<file path="src/rtl/riscv_mstage.sv">
// RV64I memory-access stage: one req/ack transaction per load or store on a
// doubleword data port, with store byte-lane alignment and load extension.
module riscv_mstage #(
    parameter int width = 64
) (
    input  logic             i_riscv_mstage_clk,
    input  logic             i_riscv_mstage_rst,
    input  logic [width-1:0] i_riscv_mstage_aluresult,
    input  logic [width-1:0] i_riscv_mstage_storedata,
    input  logic             i_riscv_mstage_memread,
    input  logic             i_riscv_mstage_memwrite,
    input  logic [2:0]       i_riscv_mstage_memext,
    output logic             o_riscv_mstage_dmem_req,
    output logic             o_riscv_mstage_dmem_we,
    output logic [width-1:0] o_riscv_mstage_dmem_addr,
    output logic [width-1:0] o_riscv_mstage_dmem_wdata,
    output logic [7:0]       o_riscv_mstage_dmem_be,
    input  logic             i_riscv_mstage_dmem_ack,
    input  logic [width-1:0] i_riscv_mstage_dmem_rdata,
    output logic [width-1:0] o_riscv_mstage_memload,
    output logic             o_riscv_mstage_stall,
    output logic             o_riscv_mstage_misaligned
);

    typedef enum logic [1:0] {
        S_IDLE = 2'b00,
        S_REQ  = 2'b01,
        S_DONE = 2'b10
    } state_t;

    state_t           r_state;
    logic [2:0]       r_off;
    logic [2:0]       r_ext;
    logic             r_req;
    logic             r_we;
    logic [width-1:0] r_addr;
    logic [width-1:0] r_wdata;
    logic [7:0]       r_be;
    logic [width-1:0] r_memload;

    logic             w_is_mem;
    logic             w_reserved;
    logic             w_aligned;
    logic             w_pending;
    logic [2:0]       w_off;

    // The low two funct3 bits encode the access size (B/H/W/D) for both loads and stores.
    function automatic logic f_aligned(input logic [1:0] size, input logic [2:0] off);
        case (size)
            2'b00:   return 1'b1;
            2'b01:   return (off[0] == 1'b0);
            2'b10:   return (off[1:0] == 2'b00);
            2'b11:   return (off == 3'b000);
            default: return 1'b0;
        endcase
    endfunction

    function automatic logic [7:0] f_store_be(input logic [1:0] size, input logic [2:0] off);
        case (size)
            2'b00:   return 8'h01 << off;
            2'b01:   return 8'h03 << off;
            2'b10:   return 8'h0F << off;
            2'b11:   return 8'hFF;
            default: return 8'h00;
        endcase
    endfunction

    function automatic logic [width-1:0] f_store_data(input logic [1:0] size,
                                                      input logic [width-1:0] sd);
        case (size)
            2'b00:   return {8{sd[7:0]}};
            2'b01:   return {4{sd[15:0]}};
            2'b10:   return {2{sd[31:0]}};
            2'b11:   return sd;
            default: return sd;
        endcase
    endfunction

    function automatic logic [width-1:0] f_load_ext(input logic [2:0] ext,
                                                    input logic [2:0] off,
                                                    input logic [width-1:0] rdata);
        logic [width-1:0] s;
        s = rdata >> {off, 3'b000};
        case (ext)
            3'b000:  return {{(width-8){s[7]}}, s[7:0]};
            3'b001:  return {{(width-16){s[15]}}, s[15:0]};
            3'b010:  return {{(width-32){s[31]}}, s[31:0]};
            3'b011:  return rdata;
            3'b100:  return {{(width-8){1'b0}}, s[7:0]};
            3'b101:  return {{(width-16){1'b0}}, s[15:0]};
            3'b110:  return {{(width-32){1'b0}}, s[31:0]};
            default: return rdata;
        endcase
    endfunction

    assign w_off      = i_riscv_mstage_aluresult[2:0];
    assign w_is_mem   = i_riscv_mstage_memread | i_riscv_mstage_memwrite;
    assign w_reserved = (i_riscv_mstage_memext == 3'b111);
    assign w_aligned  = f_aligned(i_riscv_mstage_memext[1:0], w_off);
    assign w_pending  = w_is_mem & ~w_reserved & w_aligned;

    assign o_riscv_mstage_misaligned = w_is_mem & ~w_reserved & ~w_aligned;
    // The pipeline is released only in DONE, so an instruction advances exactly once.
    assign o_riscv_mstage_stall      = ((r_state == S_IDLE) & w_pending) | (r_state == S_REQ);

    assign o_riscv_mstage_dmem_req   = r_req;
    assign o_riscv_mstage_dmem_we    = r_we;
    assign o_riscv_mstage_dmem_addr  = r_addr;
    assign o_riscv_mstage_dmem_wdata = r_wdata;
    assign o_riscv_mstage_dmem_be    = r_be;
    assign o_riscv_mstage_memload    = r_memload;

    // Access FSM together with the registered memory-port and load-result outputs.
    always_ff @(posedge i_riscv_mstage_clk or negedge i_riscv_mstage_rst) begin
        if (!i_riscv_mstage_rst) begin
            r_state   <= S_IDLE;
            r_off     <= 3'b000;
            r_ext     <= 3'b000;
            r_req     <= 1'b0;
            r_we      <= 1'b0;
            r_addr    <= {width{1'b0}};
            r_wdata   <= {width{1'b0}};
            r_be      <= 8'h00;
            r_memload <= {width{1'b0}};
        end else begin
            case (r_state)
                S_IDLE: begin
                    if (w_pending) begin
                        r_off   <= w_off;
                        r_ext   <= i_riscv_mstage_memext;
                        r_req   <= 1'b1;
                        r_we    <= i_riscv_mstage_memwrite;
                        r_addr  <= {i_riscv_mstage_aluresult[width-1:3], 3'b000};
                        r_wdata <= f_store_data(i_riscv_mstage_memext[1:0],
                                                i_riscv_mstage_storedata);
                        r_be    <= f_store_be(i_riscv_mstage_memext[1:0], w_off);
                        r_state <= S_REQ;
                    end else begin
                        r_state <= S_IDLE;
                    end
                end
                S_REQ: begin
                    if (i_riscv_mstage_dmem_ack) begin
                        r_req <= 1'b0;
                        r_we  <= 1'b0;
                        // r_we still holds this access's direction at the ack edge.
                        if (!r_we) begin
                            r_memload <= f_load_ext(r_ext, r_off, i_riscv_mstage_dmem_rdata);
                        end else begin
                            r_memload <= r_memload;
                        end
                        r_state <= S_DONE;
                    end else begin
                        r_state <= S_REQ;
                    end
                end
                S_DONE: begin
                    r_state <= S_IDLE;
                end
                default: begin
                    r_state <= S_IDLE;
                    r_req   <= 1'b0;
                    r_we    <= 1'b0;
                end
            endcase
        end
    end

endmodule

</file>
<file path="config.mk">
export PLATFORM = sky130hd
export DESIGN_NAME = riscv_mstage
export DESIGN_NICKNAME = d
export VERILOG_FILES = /design/src/rtl/riscv_mstage.sv
export SDC_FILE = /design/constraint.sdc
export NUM_CORES = 1
export LEC_CHECK = 0
export ABC_AREA = 1
export BUFFER_PORTS_ARGS = -buffer_cell sky130_fd_sc_hd__buf_2
export CAP_MARGIN = 20
export CORE_MARGIN = 4
export CORE_UTILIZATION = 52
export CTS_BUF_LIST = sky130_fd_sc_hd__clkbuf_8
export DETAILED_ROUTE_END_ITERATION = 10
export GPL_TIMING_DRIVEN = 0
export PLACE_DENSITY = 0.83
export SLEW_MARGIN = 0
export SYNTH_ARGS = -nofsm -noshare
export SYNTH_HDL_FRONTEND = slang
export SYNTH_SLANG_ARGS = --single-unit
export TNS_END_PERCENT = 1
</file>
<file path="constraint.sdc">
create_clock -name i_riscv_mstage_clk -period 3.3 [get_ports i_riscv_mstage_clk]
set_clock_uncertainty 0.15 [all_clocks]
set_input_delay 0.66 -clock i_riscv_mstage_clk [delete_from_list [all_inputs] [get_ports i_riscv_mstage_clk]]
set_output_delay 0.66 -clock i_riscv_mstage_clk [all_outputs]
set_load 0.02 [all_outputs]
</file>
==> results.md <==
- Max Cap Viol: 0
- Most common cell on crit path: buf_2
- Wirelength, routed: 46.8 mm
- NumNets Final: 2265
- IO Count: 404
- CTS Sinks: 207
- Worst Hold Slack: 0.0154 ns
- Status: completed
- 1st-pass router iterations: 6
- RSZ-0062 raised after global routing: false
- CTS H-tree depth: 2
- Worst Path Arrival: 2.29 ns
- Per-cell routed wire length: 19.7 µm
- Synth Warn #: 0
- Clock Path Buffers: 3
- Synth top area share: 44.7%
- PD cells: 889 mW/mm²
- Critical-path maximum fanout: 12
- Fmax: 0.322 GHz
- Leakage: 0.00840 µW
- Hold-fix buffers, CTS: 0
- Post-layout util: 67.4%
- Final count of pins violating max slew: 0
- Post-layout minimum cycle time: 3.10 ns
- Core area: 0.0219 mm²
- DRC viols: 0
- Routed Antenna Nets: 0
- Post-DP HPWL: 36.6 mm
- Vias in the first global route: 12568
- Cell breakdown of the critical path: buf_2 -> clkbuf_4 -> inv_1 -> ha_1 -> buf_2 -> a21oi_2 -> nand3_2 -> nand3_2 -> nand2_1 -> buf_2
- Grt ovf: 0
- CP Depth: 10
- CP Capture Type: primary output
- Die area: 0.0247 mm²
- Slew margin rel.: 29.3%
- Slowest CP cell: clkbuf_4
- Largest net degree at the start of global routing: 109
- First-pass GRT wire length: 70.0 mm
- Layout cells sized above 1: 28.2%
- Die H: 157 µm
- Yosys reg bits: 207
- Total Routing Usage GR: 36.7%
- Post-synthesis cell count: 1621
- Worst Path Class, Setup: input pin to primary output
- CTS Buf Count: 36
- Critical Path RT: 2.49 ns
- Family with the most delay on the worst path: buffers and inverters
- Synth cell types: 33
- DRT iter0 DRCs: 1462
- Type of origin of the critical path: input pin
- Hold Violations, Final: 0
- Clk root buf: clkbuf_8
- PortBufs: 400
- Total number of vias: 12957
- Mapped cell area: 0.0116 mm²
- Initial core utilization: 52.9%
- Crit path buffers/inverters: 5
- Avg Cell Area, Syn: 7.14 µm²
- Synth area leader: dfrtp_1
- CP max stage delay: 0.28 ns
- Share of async-settable or async-resettable flops after synthesis: 100%
- Worst skew pair latency: 0.55 ns
- RePlAce Congestion: 0.993
- Setup violations, final: 0
- Worst R2R Path Depth: 7
- Max IR drop VDD: 0.447 mV
- Clock slew at reported path FFs: 0.05 ns
- Ranking of synthesized cells by area: dfrtp_1 45%, nand2_1 22%, nand3_1 5.8%, nor2_1 5.3%, a21oi_1 2.8%
- Sequential fraction of the synthesis area: 44.7%
- Min-delay worst type: input pin to async pin
- Flop2flop setup slack: 1.05 ns
- Std-Cell Rows: 54
- Die W: 157 µm
- Worst Tran Pin Value: 1.05 ns
- Area Overhead vs Synth: 27.4%
- CTS tree: built
- Top FF cell, synth: dfrtp_1
- DR vias/cell: 5.47
- Initial antenna violation count: 5
- Post-synth EDFFs: 0
- Reg2reg start: r_ext[0]
- CP startpoint: i_riscv_mstage_memext[1]
- Period utilization: 94.0%
==> layout make-up <==
class / count / area, µm²
antenna: 1 / 2.50
buffer: 103 / 646
clock buffer: 46 / 633
clock inverter: 20 / 145
fill: 1900 / 7140
inverter: 70 / 268
multi-input combinational: 1241 / 5490
sequential: 207 / 5180
tap: 280 / 350
timing repair buffer: 401 / 2040
==> where the power goes <==
group	internal, µW	switching [µW]
Clock	1360	1130
Combinational	2040	4470
Sequential	3550	573
Total	6950	6170
==> cell usage in the layout, fill, tap and decap left out, types with 2 or more instances in the layout <==
cell type / synthesis / final
nand2_2: 11 / 11
o211ai_1: 21 / 21
inv_1: 62 / 69
conb_1: 1 / 3
buf_6: 24 / 24
nor2_1: 164 / 164
o21ai_0: 63 / 63
buf_2: 30 / 429
nand3_1: 134 / 134
nand3_2: 2 / 2
o21ai_2: 36 / 36
clkinv_8: 0 / 2
a21oi_1: 65 / 65
clkinv_1: 2 / 2
inv_2: 4 / 4
nand2_1: 694 / 694
a31oi_1: 2 / 2
clkbuf_8: 0 / 46
ha_1: 5 / 5
dfrtp_1: 207 / 207
o21ai_1: 10 / 10
a21boi_0: 12 / 12
nor3_1: 3 / 3
a22o_1: 6 / 6
clkinv_2: 0 / 8
buf_1: 13 / 13
clkbuf_1: 28 / 25
buf_4: 10 / 10
nand2_4: 2 / 2
inv_4: 2 / 2
nor2_4: 3 / 3
==> timing repair <==
item	in CTS	in global routing
endpoints found under the setup margin	2	1
buffers inserted	0	0
pin swaps	0	0
resized for setup	1	2
==> cells by family (layout without fill, tap and decap cells) <==
group | after synthesis | in the layout | synth area share, %
buffers and inverters | 175 | 640 | 7.92
DFF | 207 | 207 | 44.7
other | 1 | 4 | 0.0324
AOI/OAI and AO/OA | 217 | 217 | 11.5
adders and majority gates | 5 | 5 | 0.540
and+or+nand+nor | 1016 | 1016 | 35.2
==> worst paths after layout <==
path | endpoint
max | o_riscv_mstage_stall
min | o_riscv_mstage_memload[3]
max reg2reg | o_riscv_mstage_memload[3]
min reg2reg | o_riscv_mstage_dmem_addr[50]
max in group asynchronous | o_riscv_mstage_memload[29]
min in group i_riscv_mstage_clk | o_riscv_mstage_dmem_addr[3]
==> Yosys cell counts (2+ instances only) <==
master and number:
clkinv_1 2, nand3_2 2, inv_2 4, buf_4 10, inv_4 2, a21boi_0 12, o21ai_2 36, nand2_1 694
a22o_1 6, buf_1 13, nor3_1 3, o21ai_0 63, clkbuf_1 28, buf_6 24, a31oi_1 2, dfrtp_1 207
inv_1 62, buf_2 30, nor2_4 3, nor2_1 164, nand2_2 11, o21ai_1 10, o211ai_1 21, a21oi_1 65
nand3_1 134, nand2_4 2, ha_1 5
==> per-layer routing <==
metal | global-route usage (%) | wire length, µm | vias to the layer above
met5 | 0 | 73 | -
met2 | 61.2 | 22200 | 776
met1 | 45.8 | 17300 | 5990
li1 | - | - | 6030
met3 | 8.58 | 4970 | 151
met4 | 15.7 | 2270 | 10
==> registers in the layout, summed over array words and instances (netlist names) <==
name                       count
r_ext                          3
o_riscv_mstage_dmem_addr      61
o_riscv_mstage_memload        64
o_riscv_mstage_dmem_we         1
o_riscv_mstage_dmem_be         8
r_state                        2
o_riscv_mstage_dmem_req        1
o_riscv_mstage_dmem_wdata     64
r_off                          3
==> per-stage QoR <==
| stage | setup WS [ns] | area (µm²) | instances | total power (µW) | setup TNS (ns) |
|---|---|---|---|---|---|
| 2_1_floorplan | 0.371 | 11600 | 1623 | 8120 | 0 |
| 3_3_place_gp | -1.96 | 13900 | 2303 | 10500 | -413.03 |
| 3_5_place_dp | -0.577 | 14000 | 2304 | 10600 | -17.59 |
| 4_1_cts | 0.0835 | 14800 | 2369 | 13100 | 0 |
| 5_1_grt | 0.0877 | 14800 | 2368 | 13900 | 0 |
| 6_report | 0.199 | 14800 | 2369 | 13100 | 0 |
Note: power is estimated with default switching activity, not from simulation.
